[config.mk]
export PLATFORM = sky130hd
export DESIGN_NAME = moore_seq_detect_param
export DESIGN_NICKNAME = d
export VERILOG_FILES = /design/src/rtl/moore_seq_detect_param.sv
export SDC_FILE = /design/constraint.sdc
export NUM_CORES = 1
export LEC_CHECK = 0
export BUFFER_PORTS_ARGS = -buffer_cell sky130_fd_sc_hd__clkbuf_2
export CAP_MARGIN = 25
export CORE_UTILIZATION = 45
export DETAILED_ROUTE_END_ITERATION = 6
export GPL_TIMING_DRIVEN = 0
export PLACE_DENSITY_LB_ADDON = 0.15
export SLEW_MARGIN = 10
export SYNTH_ARGS = -nofsm -noshare
export SYNTH_HDL_FRONTEND = slang
export SYNTH_SLANG_ARGS = --single-unit
[constraint.sdc]
create_clock -name clk -period 2 [get_ports clk]
set_input_delay 0.6 -clock clk [delete_from_list [all_inputs] [get_ports clk]]
set_output_delay 0.6 -clock clk [all_outputs]
set_load 0.01 [all_outputs]
[src/rtl/moore_seq_detect_param.sv]
// ---------------------------------------------------------------------------
// moore_seq_detect_param
//   Parametrised Moore serial bit-pattern detector with a saturating match
//   counter. The FSM state index k (0..PAT_LEN) is the number of pattern bits
//   matched so far. Index PAT_LEN is ACCEPT. The transition table is a KMP
//   fallback table that is built at elaboration from PATTERN, so nothing
//   about the pattern is stored at runtime.
//
// Parameters
//   PAT_LEN  pattern length, 2..16
//   PATTERN  pattern bits; PATTERN[PAT_LEN-1] is received first
//   OVERLAP  1: overlapping matches; 0: restart search after each match
//   CNT_W    match counter width, 1..32
//
// Ports
//   clk          in   rising-edge clock
//   rst          in   synchronous active-high reset (overrides en, clr_count)
//   en           in   1: sample 'in' this edge; 0: hold all state
//   in           in   serial data bit
//   clr_count    in   synchronous clear of match_count (beats increment)
//   out          out  high while FSM is in ACCEPT
//   match_count  out  saturating count of matches since reset/clear
//   state_dbg    out  current state index 0..PAT_LEN
// ---------------------------------------------------------------------------
module moore_seq_detect_param #(
  parameter int          PAT_LEN = 4,
  parameter logic [15:0] PATTERN = 16'b0000_0000_0000_1010,
  parameter bit          OVERLAP = 1'b1,
  parameter int          CNT_W   = 8
) (
  input  logic             clk,
  input  logic             rst,
  input  logic             en,
  input  logic             in,
  input  logic             clr_count,
  output logic             out,
  output logic [CNT_W-1:0] match_count,
  output logic [4:0]       state_dbg
);

  typedef enum logic [4:0] {
    S0  = 5'd0,  S1  = 5'd1,  S2  = 5'd2,  S3  = 5'd3,
    S4  = 5'd4,  S5  = 5'd5,  S6  = 5'd6,  S7  = 5'd7,
    S8  = 5'd8,  S9  = 5'd9,  S10 = 5'd10, S11 = 5'd11,
    S12 = 5'd12, S13 = 5'd13, S14 = 5'd14, S15 = 5'd15,
    S16 = 5'd16
  } state_e;

  localparam state_e           ACCEPT  = state_e'(PAT_LEN[4:0]);
  localparam logic [CNT_W-1:0] CNT_MAX = {CNT_W{1'b1}};

  // Elaboration-time parameter legality checks.
  if (PAT_LEN < 2 || PAT_LEN > 16) begin : g_bad_pat_len
    $error("moore_seq_detect_param: PAT_LEN must be in 2..16");
  end
  if (CNT_W < 1 || CNT_W > 32) begin : g_bad_cnt_w
    $error("moore_seq_detect_param: CNT_W must be in 1..32");
  end

  // KMP fallback: from state k on bit b, the new state is the longest prefix
  // of the pattern (length <= k+1, capped at PAT_LEN) that is a suffix of
  // "first k pattern bits followed by b". ext[0] is the oldest bit.
  function automatic logic [4:0] kmp_next(input int k, input logic b);
    logic [16:0] ext;
    int          len;
    logic [4:0]  best;
    logic        same;
    ext  = 17'd0;
    len  = k + 1;
    best = 5'd0;
    for (int i = 0; i < 17; i++) begin
      if (i < k) begin
        ext[i] = PATTERN[PAT_LEN-1-i];
      end else if (i == k) begin
        ext[i] = b;
      end else begin
        ext[i] = 1'b0;
      end
    end
    for (int j = 1; j <= 16; j++) begin
      if (j <= len && j <= PAT_LEN) begin
        same = 1'b1;
        for (int m = 0; m < j; m++) begin
          if (ext[len-j+m] != PATTERN[PAT_LEN-1-m]) begin
            same = 1'b0;
          end else begin
            same = same;
          end
        end
        if (same) begin
          best = j[4:0];
        end else begin
          best = best;
        end
      end else begin
        best = best;
      end
    end
    return best;
  endfunction

  // Constant next-state table; unused rows beyond PAT_LEN fall back to S0.
  logic [4:0] nxt_tbl_s [0:16][0:1];

  for (genvar gk = 0; gk <= 16; gk++) begin : g_tbl
    if (gk > PAT_LEN) begin : g_unused
      assign nxt_tbl_s[gk][0] = 5'd0;
      assign nxt_tbl_s[gk][1] = 5'd0;
    end else if (gk == PAT_LEN && !OVERLAP) begin : g_accept_restart
      // Non-overlapping: ACCEPT behaves as S0 for the next bit.
      localparam logic [4:0] NX0 = kmp_next(0, 1'b0);
      localparam logic [4:0] NX1 = kmp_next(0, 1'b1);
      assign nxt_tbl_s[gk][0] = NX0;
      assign nxt_tbl_s[gk][1] = NX1;
    end else begin : g_row
      localparam logic [4:0] NX0 = kmp_next(gk, 1'b0);
      localparam logic [4:0] NX1 = kmp_next(gk, 1'b1);
      assign nxt_tbl_s[gk][0] = NX0;
      assign nxt_tbl_s[gk][1] = NX1;
    end
  end

  state_e           state_q = S0;
  state_e           state_d;
  logic [CNT_W-1:0] cnt_q;
  logic [CNT_W-1:0] cnt_d;

  // Next-state lookup and saturating counter update.
  always_comb begin
    state_d = state_q;
    cnt_d   = cnt_q;
    if (en) begin
      if (state_q <= ACCEPT) begin
        state_d = state_e'(nxt_tbl_s[state_q][in]);
      end else begin
        state_d = S0;
      end
    end else begin
      state_d = state_q;
    end
    if (clr_count) begin
      cnt_d = {CNT_W{1'b0}};
    end else if (en && state_d == ACCEPT && cnt_q != CNT_MAX) begin
      cnt_d = cnt_q + CNT_W'(1);
    end else begin
      cnt_d = cnt_q;
    end
  end

  // State and counter registers with synchronous reset.
  always_ff @(posedge clk) begin
    if (rst) begin
      state_q <= S0;
      cnt_q   <= {CNT_W{1'b0}};
    end else begin
      state_q <= state_d;
      cnt_q   <= cnt_d;
    end
  end

  assign out         = (state_q == ACCEPT);
  assign match_count = cnt_q;
  assign state_dbg   = state_q;

endmodule

==> impl_metrics.env <==
export IMPL_status="complete, no violations"
export IMPL_combPwrFrac_pct=5.5
export IMPL_cpMaxStageDelayCell="dfxtp_1"
export IMPL_die_h_um=39.18
export IMPL_drtAntennaViolNets=0
export IMPL_start_kind="register"
export IMPL_synth_cell_type_count=31
export IMPL_p_int_mw=0.3485
export IMPL_syn_nets=72
export IMPL_synth_edf_count=0
export IMPL_end_kind="output pin"
export IMPL_maxSlewViolCount=0
export IMPL_timing_final_crit_period_ps=1751
export IMPL_routed_wirelength_um=1193
export IMPL_antenna_found_initial=0
export IMPL_switching_power_mw=0.09930
export IMPL_core_area_um2=1285
export IMPL_synthToLayoutAreaGrowth_pct=21.73
export IMPL_p_seq_share_pct=58.6
export IMPL_ir_worst_vdd_uv=402.9
export IMPL_rows=13
export IMPL_synthFlopType="dfxtp_1"
export IMPL_finalHoldViolations=0
export IMPL_crit_fanout=8
export IMPL_clk_latency_ps=270
export IMPL_avgSynthCellArea_um2=9.422
export IMPL_cts_resized=0
export IMPL_final_common_cell="clkbuf_2"
export IMPL_min_delay_start="match_count[6]"
export IMPL_wl_per_cell_um=11.58
export IMPL_total_power_mw=0.4478
export IMPL_portBuffers=18
export IMPL_synth_warnings=0
export IMPL_start_util_pct=48.39
export IMPL_clock_skew_ps=0.8731
export IMPL_netlist_area_um2=621.8
export IMPL_ys_seq_area_share_pct=41.85
export IMPL_timing_hold_ws_ps=499.6
export IMPL_async_flop_share_pct=0
export IMPL_dp_cells=99
export IMPL_cts_buffers=3
export IMPL_die_w_um=39.18
export IMPL_max_freq_mhz=570.9
export IMPL_dr_pass1_iters=4
export IMPL_dpl_hpwl_um=842.3
export IMPL_p_per_area_nw_per_um2=591.6
export IMPL_ys_ff_latch=13
export IMPL_mostFrequentLayoutCells="clkbuf_2 (18), dfxtp_1 (13), nor2_1 (6)"
export IMPL_critPathLaunch="state_dbg[0]"
export IMPL_vias_per_cell=5.544
export IMPL_post_cts_buffers=0
export IMPL_required_ps=1400
export IMPL_rsz0062_at_grt="false"
export IMPL_antennaDiodeCount=0
export IMPL_clock_path_buffers=2
export IMPL_cts_tree="yes"
export IMPL_grt_remaining_overflow=0
export IMPL_crit_arrival_ps=1150
export IMPL_ios=19
export IMPL_grt_pass1_wl_um=1932
export IMPL_path_buf_inv=1
export IMPL_first_iter_violations=11
export IMPL_htree_levels=1
export IMPL_cts_sinks=13
export IMPL_hold_class="reg -> reg"
export IMPL_synthCells=66
export IMPL_post_route_period_util_pct=87.57
export IMPL_clk_pin_slew_worst_paths_ps=80
export IMPL_worst_slew_pin_slew_ps=374.3
export IMPL_critical_path_cell_chain="nor4_1, and2_1, clkbuf_2"
export IMPL_path_delay_family="simple AND/OR/NAND/NOR gates"
export IMPL_drc_errors=0
export IMPL_clockPowerShare_pct=35.8
export IMPL_fin_nets=95
export IMPL_grt_max_degree=9
export IMPL_leakage_nw=0.3145
export IMPL_root_buffer="clkbuf_4"
export IMPL_drive_gt1_share_pct=29.55
export IMPL_dieArea_um2=1535
export IMPL_critPathMaxStageDelay_ps=370
export IMPL_setup_tns_ps=0
export IMPL_stdcell_count=103
export IMPL_p_sw_share_pct=22.18
export IMPL_setup_viol_count_final=0
export IMPL_critPathKind="reg -> out"
export IMPL_num_vias=571
export IMPL_grt_pass1_vias=426
export IMPL_timing_slew_headroom_pct=75.02
export IMPL_r2r_start="state_dbg[3]"
export IMPL_grtUsageTotal_pct=19.79
export IMPL_hold_buffers=0
export IMPL_cap_violations=0
export IMPL_routabilityCongestion=0.7165
[worst min-delay path, stage by stage (launching register included)]
cell	delay [ps]
dfxtp_1	330
o31ai_1	70
a21oi_1	60
[path summary, 6_finish.rpt]
| kind | depth (start not counted) | endpoint | slack, ps |
|---|---|---|---|
| max | 3 | out | 250 |
| min | 2 | match_count[6] | 500 |
| max reg2reg | 4 | match_count[7] | 430 |
| min reg2reg | 2 | match_count[6] | 500 |
[sequential cells by signal (all words and copies together), names as in the netlist]
signal,cells
match_count,8
state_dbg,5
[synthesized netlist by cell type (2+ instances only)]
cell type / number / area (um2)
o21ai_0: 4 / 20.02
nand3_1: 3 / 15.01
nor4_1: 2 / 12.51
nor2_1: 6 / 22.52
nor3b_1: 2 / 15.01
or3_1: 3 / 18.77
a21oi_1: 5 / 25.02
xor2_1: 3 / 26.28
nand2_1: 4 / 15.01
dfxtp_1: 13 / 260.3
[layer usage]
layer / wire (um) / global-route usage [%] / vias to the layer above / share of wire (%)
met1: 628 / 27.24 / 256 / 53
met5: 0 / 0 / - / 0
met3: 50 / 8.671 / 4 / 4.2
met4: 23 / 12.93 / 0 / 1.9
met2: 490 / 23.75 / 14 / 41
li1: - / - / 297 / -
[stage by stage]
step,setup WS [ps],utilization [%],cell area [um2]
after global routing,130.9,58.91,757.0
after CTS,235.4,58.91,757.0
after floorplan,336.4,-,621.8
after detailed placement,119.0,56.86,730.7
final,248.5,58.91,757.0
after global placement,116.3,56.86,730.7
[cell type report]
cell class              instances  area, um2
fillers                       123      528.0
multi-input cells              51      354.1
flip-flops and latches         13      260.3
repair buffers                 18      90.09
clock buffers                   4      26.28
well taps                      15      18.77
plain buffers                   1      3.754
inverters                       1      3.754
[cell families (layout without fill, tap and decap cells)]
family | count (synthesis) | after routing | synth area share [%]
buf+inv | 2 | 24 | 1.206
simple gates | 29 | 29 | 28.77
compound gates | 17 | 17 | 20.32
xor+xnor | 3 | 3 | 4.226
flops | 13 | 13 | 41.85
fa+ha+maj | 1 | 1 | 2.012
mux | 1 | 1 | 1.610
[power groups by stage]
stage                     registers [mW]  logic [mW]  clock network, mW
after floorplan                    0.269      0.0134                  0
after global placement             0.269      0.0245                  0
after detailed placement           0.269      0.0246                  0
after CTS                          0.262      0.0247              0.168
after global routing               0.263      0.0277              0.183
final                              0.263      0.0248              0.160
Note: power is estimated with default switching activity, not from simulation.
